===== src/rtl/mem_bus_arbiter_pkg.sv =====
// Shared types and reset constants for the memory bus arbiter and its tag owner table.
package mem_bus_arbiter_pkg;

  typedef enum logic [1:0] {
    BUS_NONE  = 2'd0,
    BUS_LOAD  = 2'd1,
    BUS_STORE = 2'd2
  } BUS_COMMAND;

  typedef struct packed {
    logic valid;
    logic owner;
  } MEM_OWNER_ENTRY_t;

  localparam int MEM_ARB_NUM_TAGS     = 16;
  localparam int MEM_ARB_STARVE_LIMIT = 8;

  // mem_arb_reset constants
  localparam MEM_OWNER_ENTRY_t MEM_ARB_RESET_ENTRY  = '{valid: 1'b0, owner: 1'b0};
  localparam logic [4:0]       MEM_ARB_RESET_COUNT  = 5'd0;
  localparam logic [3:0]       MEM_ARB_RESET_STARVE = 4'd0;

endpackage


===== src/rtl/mem_tag_owner_table.sv =====
// Tag-indexed valid/owner storage with allocate, clear and a running count of valid entries.
module mem_tag_owner_table
  import mem_bus_arbiter_pkg::*;
#(
  parameter int NUM_TAGS = 16,
  parameter int TAG_W    = 4,
  parameter int CNT_W    = 5
) (
  input  logic             clock,
  input  logic             reset,
  input  logic             i_allocEn,
  input  logic [TAG_W-1:0] i_allocTag,
  input  logic             i_allocOwnerD,
  input  logic             i_clearEn,
  input  logic [TAG_W-1:0] i_clearTag,
  input  logic [TAG_W-1:0] i_lookupTag,
  output MEM_OWNER_ENTRY_t o_lookupEntry,
  output logic [CNT_W-1:0] o_count
);

  MEM_OWNER_ENTRY_t r_table [NUM_TAGS];
  logic [CNT_W-1:0] r_count;
  logic             w_inc;

  assign o_lookupEntry = r_table[i_lookupTag];
  assign o_count       = r_count;

  // Only a fresh or simultaneously-recycled entry raises the count, so it always equals the valid population.
  assign w_inc = i_allocEn &&
                 (!r_table[i_allocTag].valid || (i_clearEn && (i_clearTag == i_allocTag)));

  always_ff @(posedge clock) begin
    if (reset) begin
      for (int k = 0; k < NUM_TAGS; k++) begin
        r_table[k] <= MEM_ARB_RESET_ENTRY;
      end
      r_count <= CNT_W'(MEM_ARB_RESET_COUNT);
    end else begin
      if (i_clearEn) begin
        r_table[i_clearTag].valid <= 1'b0;
      end
      // Allocation is written last so a same-tag return and reallocation keeps the entry valid.
      if (i_allocEn) begin
        r_table[i_allocTag] <= '{valid: 1'b1, owner: i_allocOwnerD};
      end
      r_count <= r_count + CNT_W'(w_inc) - CNT_W'(i_clearEn);
    end
  end

endmodule


===== src/rtl/mem_bus_arbiter.sv =====
// Shares the memory port between Dcache and Icache and steers returns by tag owner.
// Optional Icache starvation guard enabled with `define MEM_ARB_STARVE_GUARD_EN.
module mem_bus_arbiter
  import mem_bus_arbiter_pkg::*;
#(
  parameter int NUM_TAGS     = MEM_ARB_NUM_TAGS,
  parameter int STARVE_LIMIT = MEM_ARB_STARVE_LIMIT
) (
  input  logic        clock,
  input  logic        reset,
  input  logic [1:0]  d_proc2mem_command,
  input  logic [63:0] d_proc2mem_addr,
  input  logic [63:0] d_proc2mem_data,
  input  logic [1:0]  i_proc2mem_command,
  input  logic [63:0] i_proc2mem_addr,
  input  logic [3:0]  mem2proc_response,
  input  logic [63:0] mem2proc_data,
  input  logic [3:0]  mem2proc_tag,
  output logic [1:0]  proc2mem_command,
  output logic [63:0] proc2mem_addr,
  output logic [63:0] proc2mem_data,
  output logic [3:0]  d_mem2proc_response,
  output logic [3:0]  i_mem2proc_response,
  output logic [3:0]  d_mem2proc_tag,
  output logic [3:0]  i_mem2proc_tag,
  output logic [63:0] d_mem2proc_data,
  output logic [63:0] i_mem2proc_data,
  output logic        grant_d,
  output logic [4:0]  outstanding_cnt,
  output logic        arb_idle
);

  logic             w_dReq, w_iReq, w_forceI, w_grantD, w_grantI;
  logic             w_alloc, w_hit;
  MEM_OWNER_ENTRY_t w_entry;

  assign w_dReq = (d_proc2mem_command != BUS_NONE);
  assign w_iReq = (i_proc2mem_command != BUS_NONE);

`ifdef MEM_ARB_STARVE_GUARD_EN
  logic [3:0] r_starveCnt;

  assign w_forceI = w_iReq && (r_starveCnt == 4'(STARVE_LIMIT));

  always_ff @(posedge clock) begin
    if (reset) begin
      r_starveCnt <= MEM_ARB_RESET_STARVE;
    end else if (w_iReq && !w_grantI) begin
      r_starveCnt <= r_starveCnt + 4'd1;
    end else begin
      r_starveCnt <= '0;
    end
  end
`else
  assign w_forceI = 1'b0;
`endif

  assign w_grantD = w_dReq && !w_forceI;
  assign w_grantI = w_iReq && !w_grantD;
  assign grant_d  = w_grantD;

  always_comb begin
    proc2mem_command    = BUS_NONE;
    proc2mem_addr       = '0;
    proc2mem_data       = '0;
    d_mem2proc_response = '0;
    i_mem2proc_response = '0;
    if (w_grantD) begin
      proc2mem_command    = d_proc2mem_command;
      proc2mem_addr       = d_proc2mem_addr;
      proc2mem_data       = d_proc2mem_data;
      d_mem2proc_response = mem2proc_response;
    end else if (w_grantI) begin
      proc2mem_command    = i_proc2mem_command;
      proc2mem_addr       = i_proc2mem_addr;
      i_mem2proc_response = mem2proc_response;
    end
  end

  assign w_alloc = (proc2mem_command == BUS_LOAD) && (mem2proc_response != 4'd0);
  assign w_hit   = (mem2proc_tag != 4'd0) && w_entry.valid;

  mem_tag_owner_table #(
    .NUM_TAGS(NUM_TAGS),
    .TAG_W   (4),
    .CNT_W   (5)
  ) u_ownerTable (
    .clock        (clock),
    .reset        (reset),
    .i_allocEn    (w_alloc),
    .i_allocTag   (mem2proc_response),
    .i_allocOwnerD(w_grantD),
    .i_clearEn    (w_hit),
    .i_clearTag   (mem2proc_tag),
    .i_lookupTag  (mem2proc_tag),
    .o_lookupEntry(w_entry),
    .o_count      (outstanding_cnt)
  );

  always_comb begin
    d_mem2proc_tag  = '0;
    i_mem2proc_tag  = '0;
    d_mem2proc_data = '0;
    i_mem2proc_data = '0;
    if (w_hit && w_entry.owner) begin
      d_mem2proc_tag  = mem2proc_tag;
      d_mem2proc_data = mem2proc_data;
    end else if (w_hit) begin
      i_mem2proc_tag  = mem2proc_tag;
      i_mem2proc_data = mem2proc_data;
    end
  end

  assign arb_idle = (outstanding_cnt == 5'd0) && !w_dReq && !w_iReq;

endmodule


===== config.mk =====
export PLATFORM = sky130hd
export DESIGN_NAME = mem_bus_arbiter
export DESIGN_NICKNAME = d
export VERILOG_FILES = /design/src/rtl/mem_bus_arbiter_pkg.sv /design/src/rtl/mem_tag_owner_table.sv /design/src/rtl/mem_bus_arbiter.sv
export SDC_FILE = /design/constraint.sdc
export NUM_CORES = 1
export LEC_CHECK = 0
export CELL_PAD_IN_SITES_DETAIL_PLACEMENT = 0
export CELL_PAD_IN_SITES_GLOBAL_PLACEMENT = 1
export CORE_AREA = 2 2 213 215
export CTS_CLUSTER_DIAMETER = 80
export DETAILED_ROUTE_END_ITERATION = 16
export DIE_AREA = 0 0 215 217
export HOLD_SLACK_MARGIN = 0.1
export PLACE_DENSITY = 0.64
export SYNTH_ARGS = -nofsm -noshare
export SYNTH_HDL_FRONTEND = slang
export SYNTH_SLANG_ARGS = --single-unit

===== constraint.sdc =====
create_clock -name clock -period 5.2 [get_ports clock]
set_input_delay 1.3 -clock clock [delete_from_list [all_inputs] [get_ports clock]]
set_output_delay 1.3 -clock clock [all_outputs]
set_load 0.01 [all_outputs]

==> After elaboration in Yosys (flattened, before gate mapping) <==
Memories as Yosys holds them, arrays and structs flattened.
Index checks and enable logic that the tools add are counted.
{ "op_classes": {"addsub": 2, "n_eq_ne": 2, "mux": 28, "n_reduce_logical": 19} }
{ "ops": {"columns": ["op", "count"], "rows": [
  ["$mux W64", 6],
  ["$mux W4", 8],
  ["$mux W2", 5],
  ["$mux W1", 9],
  ["$logic_and A1 B1 Y1", 8],
  ["$reduce_bool A4 Y1", 2],
  ["$add A5 B1 Y5", 1],
  ["$logic_not A5 Y1", 1],
  ["$sub A5 B1 Y5", 1],
  ["$eq A4 B4 Y1", 1],
  ["$reduce_bool A2 Y1", 2],
  ["$reduce_or A2 Y1", 2],
  ["$logic_not A1 Y1", 3],
  ["$eq A2 B1 Y1 const B", 1],
  ["$logic_or A1 B1 Y1", 1]
]} }
{ "word_totals": {"ff_bits": 5, "ramBits": 32, "out_inout_bits": 281, "n_memories": 1} }
{ "memory_table": {"columns": ["memory", "depth", "word_bits", "rd", "rd_ports_with_merged_regs", "write_ports", "line_no", "rtl"], "rows": [
  ["u_ownerTable.r_table", 16, 2, 2, 0, 16, "mem_tag_owner_table.sv:21", "MEM_OWNER_ENTRY_t r_table [NUM_TAGS];"]
]} }

==> Depth between registers and ports, before layout <==
{ "depth": {"word_depth": 12, "ltp_mapped": 17, "depth_no_buf": 12} }

==> Modules after synthesis <==
A second synthesis with hierarchy kept.
{ "unflattened": {"hier_cells": 685, "hier_area_um2": 5089.9} }
{ "by_module_without_submodules": {"columns": ["module", "instances", "cells_per_inst", "area_each_um2", "seq_area_each_um2"], "rows": [
  ["mem_bus_arbiter", 1, 485, 2974.1, 0.0],
  ["mem_tag_owner_table", 1, 200, 2115.8, 900.9]
]} }

==> Worst setup path before layout <==
OpenSTA, ideal clock, no wires.
{ "synth_timing": {"path_kind": "input -> register", "from": "input mem2proc_tag[0]", "to": "register u_ownerTable.r_count[4] (netlist: u_ownerTable.o_count[4])", "setup_time_ps": 70, "arrival_time_ps": 4366, "t_required_ps": 5130, "setup_slack_ps": 764, "cell_stages": 17, "n_path_buf": 5, "path_cell_list": "buf_4 -> buf_4 -> mux2_2 -> o221ai_2 -> o32a_1 -> buf_4 -> buf_6 -> buf_4 -> inv_1 -> ha_1 -> inv_1 -> ha_1 -> fa_1 -> a21oi_1 -> nor2_1 -> or3_1 -> a21oi_1"} }
{ "synth_between": {"elab_chain_len": 7, "word_cells_on_any_way": 9, "classes_between": "2 x add/sub; 1 x eq/ne; 5 x reduce/logical; 1 x memory"} }
{ "synth_rtl": {"columns": ["element", "line_no", "rtl"], "rows": [
  ["from (decl)", "mem_bus_arbiter.sv:18", "input logic [3:0] mem2proc_tag,"],
  ["$mem_v2 Z16 W2 or $reduce_bool A4 Y1 (tied branches)", null, null],
  ["$logic_and A1 B1 Y1", "mem_bus_arbiter.sv:81", "assign w_hit = (mem2proc_tag != 4'd0) && w_entry.valid;"],
  ["$logic_and A1 B1 Y1", "mem_tag_owner_table.sv:30", "(!r_table[i_allocTag].valid || (i_clearEn && (i_clearTag == i_allocTag)));"],
  ["$logic_or A1 B1 Y1", "mem_tag_owner_table.sv:30", null],
  ["$logic_and A1 B1 Y1", "mem_tag_owner_table.sv:29", "assign w_inc = i_allocEn &&"],
  ["$add A5 B1 Y5", "mem_tag_owner_table.sv:46", "r_count <= r_count + CNT_W'(w_inc) - CNT_W'(i_clearEn);"],
  ["$sub A5 B1 Y5 *", "mem_tag_owner_table.sv:46", null],
  ["to (signal assigned)", "mem_tag_owner_table.sv:37", "r_count <= CNT_W'(MEM_ARB_RESET_COUNT);"],
  ["to (signal assigned)", "mem_tag_owner_table.sv:46", null],
  ["to (decl)", "mem_tag_owner_table.sv:22", "logic [CNT_W-1:0] r_count;"]
]} }
Mark *: on every way between the ends. The rest lies on a longest branch, timed or not.
A chain may end at the register's enable or synchronous reset.

==> Final worst setup path <==
{ "layout_timing": {"from": "input mem2proc_tag[2]", "to": "output d_mem2proc_data[50]"} }
{ "layout_between": {"elab_chain_len": 4, "word_cells_on_any_way": 5, "classes_between": "1 x mux; 3 x reduce/logical; 1 x memory"} }
{ "layout_rtl": {"columns": ["element", "line_no", "rtl"], "rows": [
  ["$mem_v2 Z16 W2 or $reduce_bool A4 Y1 (tied branches)", null, null],
  ["$logic_and A1 B1 Y1", "mem_bus_arbiter.sv:81", null],
  ["$logic_and A1 B1 Y1 *", "mem_bus_arbiter.sv:105", "if (w_hit && w_entry.owner) begin"],
  ["$mux W64 *", "mem_bus_arbiter.sv:105", null],
  ["to (decl)", "mem_bus_arbiter.sv:26", "output logic [63:0] d_mem2proc_data,"]
]} }
Marks and branches as above.

==> qor.txt <==
Status - finished clean
Clk Latency, worst-skew pair - 290 ps
Asr flop ratio synth - 0
Max Clock Freq - 0.193 GHz
Int Power - 1.10 mW
Clock power share - 0.172
Die height - 217 um
Proportion of layout cells with a drive suffix above 1 - 0.120
Post-synthesis cell area - 0.00493 mm2
Root Driver - clkbuf_16
Worst path required time - 3900 ps
RSZ-0062 raised after global routing - true
Via count - 7,417
Ys Warns - 0
First-pass GRT wire length - 53.3 mm
VDD IR max - 0.0000799 V
TritonCTS Buffers - 5
Slew @ Worst Pin - 931 ps
Prevailing post-synth register cell - dfxtp_1
Initial Util - 0.110
Placer Congestion - 0.892
Hold Fails Final Rpt - 0
Largest net degree at the start of global routing - 82
Overall global routing resource usage - 0.157
Core ar. - 0.0447 mm2
Cell Pwr Density - 148 mW/mm2
Final Max Tran Viols - 0
Final instance area - 0.0118 mm2
Synth-to-Final Area Change - 139%
DP HPWL - 33.8 mm
Vias in the first global route - 7,329
Max Cap Violations - 0
Die ar. - 0.0467 mm2
Critical-path maximum fanout - 62
Grt total ovfl - 0
Post-place instance area - 0.0115 mm2
Number of port buffers - 550
Clock slew at reported path FFs - 60 ps
Dominant cell type by area after synthesis - a22o_1
Synth Area per Inst - 7.57 um2
Synth top area cells - a22o_1, edfxtp_1, nor2b_1
Non-filler cells, final - 1,799
Register bit count reported by yosys - 36
Leakage - 5.56 nW
Final core occ - 0.263
Die X - 215 um
Layout Nets - 1,473
Mapped Nets - 928
Syn Inst Count - 651
Sequential share of power - 0.192
Drt pass-1 iters - 5
Fillcell total - 4,946
Final worst path period share - 0.998
Crit path time final - 5190 ps
Post-Route WL - 39.3 mm
Clock Path Buffers - 2
Htree depth - 2
Worst Clk Skew - 4.95 ps
Setup ws final - 11.3 ps
Slew margin rel. - 0.376
Setup violations, final - 0
HP Class - reg -> reg
Io pins - 551
Power, Total - 1.74 mW
CP Capture Type - output pin
Initial antenna violation count - 16
CTS tree - built
Setup_tns - 0 ps
Number of synthesized flops with an enable pin - 16
Setup WS pre-CTS - -372 ps
CTS Sinks - 36
Placed cell count - 1,787
Yosys cell types - 53
Critical Path AT - 3890 ps
DRC viols - 0
Switching power - 0.647 mW
FF+latch area - 881 um2
Seq/Total Area, Yosys - 0.179
Crit path kind - in -> out
Hold_ws - 498 ps
Area of the multi-input gates - 0.00339 mm2
Core Rows - 78
WL/cell - 21.8 um
Post-DRT Antenna Nets - 0
Comb power frac - 0.635
Iter 0 DRT Violations - 492
Worst setup SP type - primary input
Via density - 4.12
Yosys top cell area share - 0.114
Switching fraction of total power - 0.371
## cell usage in the layout, fill, tap and decap left out, drive strengths merged, types with 10 or more instances in the layout
master / count
clkdlybuf4s50: 421
inv: 81
buf: 78
nor2b: 75
a211oi: 71
nor4: 70
dlygate4sd2: 69
a22o: 64
dlymetal6s2s: 52
nand2: 34
nor2: 28
dfxtp: 20
edfxtp: 16
o21ai: 10
o311ai: 10
## Yosys cell counts (all sizes together) (2+ instances only)
cell type and n:
a21o 3, nor2 28, nand3b 2, and3 2, a21oi 4, inv 80, nand2b 3, xor2 4
a211oi 71, a22o 64, nor3 5, nor4 70, and2 4, clkbuf 45, buf 39, edfxtp 16
nor2b 75, dfxtp 20, nand3 7, nand4 5, a2111oi 3, mux4 6, o211ai 4, nand2 34
nor3b 2, mux2i 7, o311ai 10, or2 2, o21ai 10, mux2 6, ha 6, xnor2 2
## kinds of logic after synthesis
family	share of synthesized area
buf+inv	0.144
xor+xnor	0.0107
mux	0.0561
simple gates	0.275
other cells	0.000761
fa+ha+maj	0.0193
compound gates	0.316
flops	0.179
## critical path, stage by stage
cell and delay [ps]:
clkdlybuf4s50_1 540, nand2b_1 190, a211oi_1 100, a2111o_2 490
buf_12 200, buf_4 220, a211oi_2 210, clkdlybuf4s50_1 560
## registers in the layout (all words and copies together), names as in the netlist
name	flops
u_ownerTable.o_count	5
u_ownerTable.r_table	31
## what timing repair did
action / CTS / global route
gates cloned: 1 / 0
pin swaps: 1 / 0
setup endpoints to repair: 135 / 56
hold buffers: 0 / 0
resized for setup: 76 / 54
buffers inserted: 1 / 0
## final timing paths
check | from | to | slack [ps] | cells past startpoint
min reg2reg | u_ownerTable.r_table[13][1] | u_ownerTable.r_table[13][1] | 500 | 2
max | mem2proc_tag[2] | d_mem2proc_data[50] | 10 | 8
min | u_ownerTable.r_table[13][1] | u_ownerTable.r_table[13][1] | 500 | 2
max reg2reg | u_ownerTable.r_table[3][1] | u_ownerTable.o_count[4] | 2140 | 13
## power groups by stage
stage	clock network, mW	logic [mW]	registers (mW)
2_1_floorplan	0	0.433	0.341
3_3_place_gp	0	1.12	0.342
3_5_place_dp	0	1.13	0.342
5_1_grt	0.321	1.18	0.338
6_report	0.301	1.11	0.336
4_1_cts	0.309	1.13	0.336
## metal layers
| layer | global-route usage | wire [um] | vias up | share of wire |
|---|---|---|---|---|
| met3 | 0.0481 | 3550 | 39 | 0.090 |
| met5 | 0 | 101 | - | 0.0026 |
| met2 | 0.317 | 21400 | 412 | 0.54 |
| met4 | 0.0264 | 423 | 14 | 0.011 |
| met1 | 0.157 | 13800 | 3460 | 0.35 |
| li1 | - | - | 3492 | - |
## area by class of cell
cell class / count / share of cell area
clock buffers: 5 / 0.0106
clock inverters: 3 / 0.00149
inverters: 80 / 0.0255
multi-input cells: 451 / 0.288
well taps: 600 / 0.0638
repair buffers: 622 / 0.535
flip-flops and latches: 36 / 0.0749
diodes: 2 / 0.000425
No activity file was read; power rests on OpenSTA's default activity.
==> RTL change (same flow settings) <==
Put a register stage on the output `outstanding_cnt`. The value now appears one clock later. The other outputs are not delayed to match.
--- a/src/rtl/mem_bus_arbiter.sv
+++ b/src/rtl/mem_bus_arbiter.sv
@@ -29,6 +29,8 @@
   output logic [4:0]  outstanding_cnt,
   output logic        arb_idle
 );
+
+  logic [4:0] outstanding_cnt_d;
 
   logic             w_dReq, w_iReq, w_forceI, w_grantD, w_grantI;
   logic             w_alloc, w_hit;
@@ -94,7 +96,7 @@
     .i_clearTag   (mem2proc_tag),
     .i_lookupTag  (mem2proc_tag),
     .o_lookupEntry(w_entry),
-    .o_count      (outstanding_cnt)
+    .o_count      (outstanding_cnt_d)
   );
 
   always_comb begin
@@ -111,7 +113,11 @@
     end
   end
 
-  assign arb_idle = (outstanding_cnt == 5'd0) && !w_dReq && !w_iReq;
+  assign arb_idle = (outstanding_cnt_d == 5'd0) && !w_dReq && !w_iReq;
+
+  always_ff @(posedge clock) begin
+    outstanding_cnt <= outstanding_cnt_d;
+  end
 
 endmodule
 
Check against the original RTL: not equivalent (a bounded check fails within 4 cycles, from zero or initial values and one cycle with reset high).
==> RTL change against the unedited design <==
Worst setup slack gained 0.063 ns; synthesized area shrank 11%; sequential cell count grew 6; wire length shrank 12%; largest power group unchanged; critical path depth grew 1; global-route usage shrank 1.8 points; total power shrank 2.5%; design area shrank 5.9%; critical path type unchanged.
==> RTL change: results (changes against the unedited design) <==
| Metric | Value |
|---|---|
| Status | `finished, final reports clean` |
| Met2 wire length | `18.4 mm (-14%)` |
| Fillers | `4,924 (-0.44%)` |
| Max reg flops | `32 (+3.2%)` |
| CP max FO | `33 (-47%)` |
| Worst path max stage delay | `0.53 ns (-0.03 ns)` |
| Worst hold path stage count | `0 (-2)` |
| Placer Congestion | `0.994 (+11%)` |
| Avg WL per Cell | `20.4 um (-6.5%)` |
| Comb. pwr | `995 uW (-10%)` |
| Initial antenna violation count | `17 (+1)` |
| Fraction of area in multi-input gates | `28.1% (-0.72 points)` |
| Clk pwr | `308 uW (+2%)` |
| Clock Sinks | `42 (+17%)` |
| Comb_multi_in | `447 (-0.89%)` |
| Met1 Use GR | `13.4% (-2.3 points)` |
| Hpwl dp | `30.7 mm (-9.3%)` |
| Signal buf overhead | `54.1% (+0.58 points)` |
| Post-route cell area | `11,100 sq um (-5.9%)` |
| Drt initial violations | `338 (-31%)` |
| Net Count, Synth | `835 (-10%)` |
| Worst VDD drop | `0.108 mV (+36%)` |
| Gr usage total | `13.8% (-1.8 points)` |
| Routed wire length | `34.6 mm (-12%)` |
| Clock skew | `0.00494 ns (-0.00000680 ns)` |
## RTL change: logic make-up (layout without fill, tap and decap cells)
family / after synthesis / count (layout) / share of synthesized area, %
mux: 17 / 17 / 7.31
buf+inv: 69 / 599 / 6.97
xor+xnor: 6 / 6 / 1.20
simple gates: 312 / 312 / 39.8
compound gates: 104 / 104 / 19.6
flops: 42 / 42 / 22.8
fa+ha+maj: 7 / 7 / 2.17
other cells: 1 / 9 / 0.0856
## RTL change: worst paths after layout
path | to | start
worst max-delay path | i_mem2proc_data[30] | mem2proc_tag[1]
worst min-delay path | outstanding_cnt[2]$_DFF_P_ | u_ownerTable.o_count[2]$_SDFF_PP0_
worst max register to register | u_ownerTable.o_count[4]$_SDFF_PP0_ | u_ownerTable.r_table[10][1]$_SDFFE_PP1P_
worst min register to register | outstanding_cnt[2]$_DFF_P_ | u_ownerTable.o_count[2]$_SDFF_PP0_
## RTL change: repair_timing
item	in CTS	in global routing
pin swaps	0	3
resized for setup	8	67
setup buffers	0	1
setup endpoints to repair	135	131
cloned	0	0
